$ cat config.mk
export PLATFORM = sky130hd
export DESIGN_NAME = state_sequencer
export DESIGN_NICKNAME = d
export VERILOG_FILES = /design/src/rtl/state_sequencer.sv
export SDC_FILE = /design/constraint.sdc
export NUM_CORES = 1
export LEC_CHECK = 0
export BUFFER_PORTS_ARGS = -buffer_cell sky130_fd_sc_hd__clkbuf_2
export CELL_PAD_IN_SITES_DETAIL_PLACEMENT = 0
export CELL_PAD_IN_SITES_GLOBAL_PLACEMENT = 1
export CORE_UTILIZATION = 38
export CTS_CLUSTER_SIZE = 12
export DETAILED_ROUTE_END_ITERATION = 12
export PLACE_DENSITY_LB_ADDON = 0.12
export SLEW_MARGIN = 20
export SYNTH_ARGS = -nofsm -noshare
export SYNTH_HDL_FRONTEND = slang
export SYNTH_SLANG_ARGS = --single-unit
$ cat constraint.sdc
create_clock -name clock -period 2.55 [get_ports clock]
set_clock_uncertainty 0.1 [all_clocks]
set_input_delay 0.3825 -clock clock [delete_from_list [all_inputs] [get_ports clock]]
set_output_delay 0.3825 -clock clock [all_outputs]
set_load 0.005 [all_outputs]
$ cat src/rtl/state_sequencer.sv
// Sequencer that steps the 6-bit state bus decoded by control_unit into
// the control word: idle -> fetch1..fetch6 -> execute states -> fetch1.
//
// Ports:
//   clock       in   system clock, all state changes on posedge
//   reset       in   asynchronous, active-high
//   start       in   begin execution from idle (level sampled)
//   opcode      in   IR contents, sampled on the edge leaving fetch6
//   mem_ready   in   memory read complete, only consulted in fetch2
//   state       out  current state code
//   busy        out  state != idle
//   done        out  one-cycle pulse after an END opcode
//   illegal     out  sticky flag for an undecodable opcode
//   instr_count out  non-END instructions dispatched since start
module state_sequencer #(
  parameter int COUNT_W  = 16,
  parameter bit STALL_EN = 1'b1
) (
  input  logic               clock,
  input  logic               reset,
  input  logic               start,
  input  logic [7:0]         opcode,
  input  logic               mem_ready,
  output logic [5:0]         state,
  output logic               busy,
  output logic               done,
  output logic               illegal,
  output logic [COUNT_W-1:0] instr_count
);

  localparam logic [5:0] S_IDLE  = 6'd0;
  localparam logic [5:0] S_F1    = 6'd1;
  localparam logic [5:0] S_F2    = 6'd2;
  localparam logic [5:0] S_F3    = 6'd3;
  localparam logic [5:0] S_F4    = 6'd4;
  localparam logic [5:0] S_F5    = 6'd5;
  localparam logic [5:0] S_F6    = 6'd6;
  localparam logic [5:0] S_LDR11 = 6'd7;
  localparam logic [5:0] S_LDR12 = 6'd8;
  localparam logic [5:0] S_LDR13 = 6'd9;
  localparam logic [5:0] S_LDR14 = 6'd10;
  localparam logic [5:0] S_LDR21 = 6'd11;
  localparam logic [5:0] S_LDR22 = 6'd12;
  localparam logic [5:0] S_LDR23 = 6'd13;
  localparam logic [5:0] S_LDR24 = 6'd14;
  localparam logic [5:0] S_STAC1 = 6'd15;
  localparam logic [5:0] S_STAC2 = 6'd16;
  localparam logic [5:0] S_STAC3 = 6'd17;
  localparam logic [5:0] S_STAC4 = 6'd18;
  localparam logic [5:0] S_ADD   = 6'd19;
  localparam logic [5:0] S_ADD2  = 6'd20;
  localparam logic [5:0] S_MUL   = 6'd21;

  localparam logic [7:0] OP_END  = 8'h00;
  localparam logic [7:0] OP_LDR1 = 8'h01;
  localparam logic [7:0] OP_LDR2 = 8'h02;
  localparam logic [7:0] OP_STAC = 8'h03;
  localparam logic [7:0] OP_ADD  = 8'h04;
  localparam logic [7:0] OP_MUL  = 8'h05;

  logic [5:0]         state_q, state_d;
  logic               done_q, done_d;
  logic               ill_q, ill_d;
  logic [COUNT_W-1:0] cnt_q, cnt_d;

  logic               fetch_go;

  assign fetch_go = mem_ready || !STALL_EN;

  always_comb begin
    state_d = state_q;
    done_d  = 1'b0;
    ill_d   = ill_q;
    cnt_d   = cnt_q;
    case (state_q)
      S_IDLE: begin
        if (start) begin
          state_d = S_F1;
          ill_d   = 1'b0;
          cnt_d   = '0;
        end
      end
      S_F1:    state_d = S_F2;
      S_F2:    state_d = fetch_go ? S_F3 : S_F2;
      S_F3:    state_d = S_F4;
      S_F4:    state_d = S_F5;
      S_F5:    state_d = S_F6;
      S_F6: begin
        // Every dispatched opcode bumps the counter; END and
        // unknown opcodes fall back to idle without counting.
        cnt_d = cnt_q + COUNT_W'(1);
        case (opcode)
          OP_LDR1: state_d = S_LDR11;
          OP_LDR2: state_d = S_LDR21;
          OP_STAC: state_d = S_STAC1;
          OP_ADD:  state_d = S_ADD;
          OP_MUL:  state_d = S_MUL;
          OP_END: begin
            state_d = S_IDLE;
            done_d  = 1'b1;
            cnt_d   = cnt_q;
          end
          default: begin
            state_d = S_IDLE;
            ill_d   = 1'b1;
            cnt_d   = cnt_q;
          end
        endcase
      end
      S_LDR11: state_d = S_LDR12;
      S_LDR12: state_d = S_LDR13;
      S_LDR13: state_d = S_LDR14;
      S_LDR14: state_d = S_F1;
      S_LDR21: state_d = S_LDR22;
      S_LDR22: state_d = S_LDR23;
      S_LDR23: state_d = S_LDR24;
      S_LDR24: state_d = S_F1;
      S_STAC1: state_d = S_STAC2;
      S_STAC2: state_d = S_STAC3;
      S_STAC3: state_d = S_STAC4;
      S_STAC4: state_d = S_F1;
      S_ADD:   state_d = S_ADD2;
      S_ADD2:  state_d = S_F1;
      S_MUL:   state_d = S_F1;
      // Unused codes recover quietly to idle.
      default: state_d = S_IDLE;
    endcase
  end

  always_ff @(posedge clock or posedge reset) begin
    if (reset) begin
      state_q <= S_IDLE;
      done_q  <= 1'b0;
      ill_q   <= 1'b0;
      cnt_q   <= '0;
    end else begin
      state_q <= state_d;
      done_q  <= done_d;
      ill_q   <= ill_d;
      cnt_q   <= cnt_d;
    end
  end

  assign state       = state_q;
  assign busy        = (state_q != S_IDLE);
  assign done        = done_q;
  assign illegal     = ill_q;
  assign instr_count = cnt_q;

endmodule
; ---- Word level (Yosys, flattened, before mapping)
; Index checks and enable logic that the tools add are counted.
[op_classes]
add_sub_neg = 1
reduce_logical = 9
mux = 12
eq_ne = 29
[op_table]
columns = op, count
row1 = $pmux 6 s18, 1
row2 = $eq 6x4->1 const B, 8
row3 = $eq 6x5->1 const B, 6
row4 = $mux 16, 2
row5 = $pmux 16 s2, 1
row6 = $pmux 5 s5, 1
row7 = $eq 6x3->1 const B, 4
row8 = $add 16x1->16 const B, 1
row9 = $eq 8x2->1 const B, 2
row10 = $eq 8x3->1 const B, 2
row11 = $eq 6x2->1 const B, 2
row12 = $reduce_or 5->1, 2
row13 = $eq 8x1->1 const B, 1
row14 = $logic_not 8->1, 1
row15 = $eq 6x1->1 const B, 1
row16 = $logic_not 6->1, 1
row17 = $mux 6, 1
row18 = $ne 2x2->1 const B, 3
row19 = $reduce_and 3->1, 2
row20 = $reduce_bool 6->1, 1
row21 = $reduce_or 6->1, 1
row22 = $mux 1, 5
row23 = $pmux 1 s2, 1
row24 = $reduce_bool 2->1, 1
[word_totals]
ff_bits = 24

; ---- Depth between registers and ports, before layout
[depth]
depth_word = 4
mapped_depth = 7
ltp_nobuf = 6

; ---- Worst setup path after synthesis
; OpenSTA, ideal clock, no wires.
[synth_timing]
path_type = input-to-reg
startpoint = input opcode[5]
endpoint = register cnt_q[15] (netlist: instr_count[15])
setup_slack_ns = 0.348
n_path_buf = 0
setup_time_ns = 0.078
arrival_ns = 2.024
path_stages = 5
path_cell_list = or4_4 > nor4b_4 > nand2_2 > or4_1 > a21oi_1
[synth_via]
elab_chain_len = 4
elab_cells_between_ends = 8
[synth_rtl]
columns = element, line_no
row1 = start: declaration, 22  ; input logic [7:0] opcode,
row2 = "$eq 8x3->1, or another cell as far along", 92  ; case (opcode)
row3 = $reduce_or 5->1 (no source line) (*), n/a
row4 = $ne 2x2->1 (no source line) (*), n/a
row5 = $reduce_and 3->1 (no source line) (*), n/a
row6 = end signal: assignment, 140  ; cnt_q <= cnt_d;
row7 = end: declaration, 64  ; logic [COUNT_W-1:0] cnt_q, cnt_d;
; Every way passes the cells marked *; elsewhere a longest branch is shown, timed or not.
; A chain may end at the register's enable or synchronous reset.

; ---- Worst setup path after layout
[layout_timing]
startpoint = register state_q[1] (netlist: state[1])
endpoint = register cnt_q[15] (netlist: instr_count[15])
[layout_via]
elab_chain_len = 3
elab_cells_between_ends = 7
[layout_rtl]
columns = element, line_no
row1 = start: declaration, 61  ; logic [5:0] state_q, state_d;
row2 = start signal: assignment, 137  ; state_q <= state_d;
row3 = $eq 6x3->1 or $logic_not 6->1 (tied branches), 75  ; case (state_q)
row4 = $ne 2x2->1 (no source line) or $reduce_bool 2->1 (tied branches), n/a
row5 = $reduce_and 3->1 (no source line), n/a
; Parallel ways exist; a longest one is shown, timed or not.

==> metrics <==
Synth Warn #=0; post-synth top area cell=dfrtp_1; Post-Synthesis Cells=approximately 150; number of port buffers=35; final RePlAce weighted congestion=between 0.8 and 0.9; syn_nets=between 150 and 200; chip height=61.8 um; P_sw=between 0.4 and 0.5 mW; share of cells above drive strength 1=28.5%; storage element area=576 sq um; HPWL Detailed=approximately 2300 um; critical path type=reg -> reg; final wirelength=3090 um; Clock Tree Root=clkbuf_4; Seq cells post-synth=23; total CTS buffers=3; Worst setup EP type=flop; Overall Global Routing Usage=18.0%; clock latency on the worst-skew pair=0.31 ns; post-synthesis sequential area ratio=about 42%; Place WS=0.0918 ns; worst hold-check path type=in -> async; CTS max path bufs=2; RSZ-0062 raised after global routing=no; wire per inst=roughly 13 um; static leakage=0.789 nW; Peak supply drop=0.372 mV; r2r setup slk=0.35 ns; Power Internal=approximately 0.68 mW; Antenna Nets Post-Route=0; Arr. time, crit path=2.35 ns; Avg Inst Size Synth=8.83 sq um; R2R cell count=5; Post-synth EDFFs=0; Worst Path Required=2.70 ns; largest net degree at the start of global routing=24; antenna violations before repair=0; # Post-CTS Setup Buffers=0; Post-synth ARST share=100%; # hold bufs at CTS=0; Sw Ratio=39.1%; area post-placement=1630 sq um; outcome=complete, no violations; Util after Layout=48.9%; Filler cells=about 360; CTS tree=built; Die Wd=between 60 and 70 um; htree depth=1; CORE AREA=~3400 sq um; DRC errors left=0; area of the die=between 3000 and 4000 sq um; gr ovfl total=0; Final Cell Area=1660 sq um; synth top area cells=dfrtp_1 (42%), xor2_1 (5.2%), nor2_1 (3.9%), nand4_1 (3.7%), nand2_1 (3.6%); Final Max Slew Viols=0; Area growth, synth to finish=21.9%; Core Rows=21; fmax=around 450 MHz; ys flop type=dfrtp_1; post-synth top area share=42.3%; most common cell in the synthesized netlist=dfrtp_1; CTS clk-pin slew, worst paths=0.14 ns; CTS Sinks=23; Initial DRT Pass Iterations=4; PwrDens=671 nW/um^2; final worst slack=between 0.3 and 0.4 ns; Crit Reg-Reg Endpoint=instr_count[15]; top cells by count, synth=dfrtp_1 (23), nor2_1 (14), nand2_1 (13); # IOs=37; First DRT Iteration DRCs=36; vias in the first global route=1,123; setup violators final=0; via/cell ratio=5.22; TNS Setup=0 ns; Initial Util=40.1%; # resized after CTS=0; first-pass GRT wire length=5100 um; combinational share of power=between 40% and 50%; count of final hold-check violations=0; max-cap check violation count=0; final period utilization=86.3%; Slew @ Worst Pin=0.891 ns; Worst slew margin=40.5%; min Tclk post-route=2.20 ns; clock share of power=15.8%; routed via count=1,248; startpoint types=flop; area of the multi-input gates=731 sq um; Layout Nets=207; Cell Area, Synth=1360 sq um; diode count=0; Yosys cell types=41; crit path max fanout=14; sequential share of power=42.7%; Hold WS=around 0.11 ns; reg2reg start=state[1]
cells by family (layout without fill, tap and decap cells):
logic type / after synthesis / count (layout) / share of synthesized area (%)
and+or+nand+nor: 76 / 76 / 31.8
buffers and inverters: 13 / 52 / 3.96
DFF: 23 / 23 / 42.3
xor gates and xnor gates: 10 / 10 / 6.44
other: 1 / 1 / 0.276
AOI/OAI and AO/OA: 29 / 29 / 13.4
muxes: 1 / 1 / 0.828
adders and majority gates: 1 / 1 / 0.920
area by class of cell:
class / instances / share of cell area [%]
clock buffer: 3 / 1.36
timing repair buffer: 43 / 14.9
clock inverter: 1 / 0.302
inverter: 5 / 1.13
tap: 46 / 3.47
multi-input combinational: 118 / 44.1
sequential: 23 / 34.7
state kept, by name (all words and copies together) (netlist names):
name         flops
instr_count     16
done             1
illegal          1
state            5
through the flow:
step           std cells  total power [mW]
2_1_floorplan        154             0.765
3_3_place_gp         235             0.940
3_5_place_dp         235             0.944
4_1_cts              239              1.12
5_1_grt              239              1.20
6_report             239              1.11
per-layer routing:
metal,GRT usage (%),up-vias,part of all wire (%)
li1,-,633,-
met1,27.4,585,52
met2,26.1,28,43
met3,3.52,2,4.5
met4,4.44,0,0.55
met5,0,-,0
cells in the final DEF (no fill, tap or decap), types with 7 or more instances in the layout:
cell      count
nand2_1      13
nor2_1       14
buf_4         7
o21ai_0       8
a21oi_1       9
clkbuf_2     35
nand4_1       8
xor2_1        8
nand3_1       9
dfrtp_1      23
power groups by stage:
| stage | Combinational, mW | Sequential, mW | Clock [mW] |
|---|---|---|---|
| floorplan | 0.303 | 0.462 | 0 |
| global placement | 0.459 | 0.481 | 0 |
| detailed placement | 0.463 | 0.481 | 0 |
| CTS | 0.465 | 0.474 | 0.185 |
| global route | 0.517 | 0.486 | 0.198 |
| finish | 0.461 | 0.476 | 0.176 |
worst max-delay path: stages, from the launching register on:
cell     delay, ns
dfrtp_1       0.52
nor3b_1       0.25
o211a_1       0.45
nand2_2       0.14
or4_1         0.52
a21oi_1       0.16
worst max-delay path by stage:
stage | from | end
6_report | state[1] | instr_count[15]
3_3_place_gp | opcode[5] | instr_count[15]
3_5_place_dp | opcode[5] | instr_count[15]
5_1_grt | state[1] | instr_count[15]
2_1_floorplan | opcode[5] | instr_count[15]
4_1_cts | state[1] | instr_count[15]
Note: power is estimated with default switching activity, not from simulation.
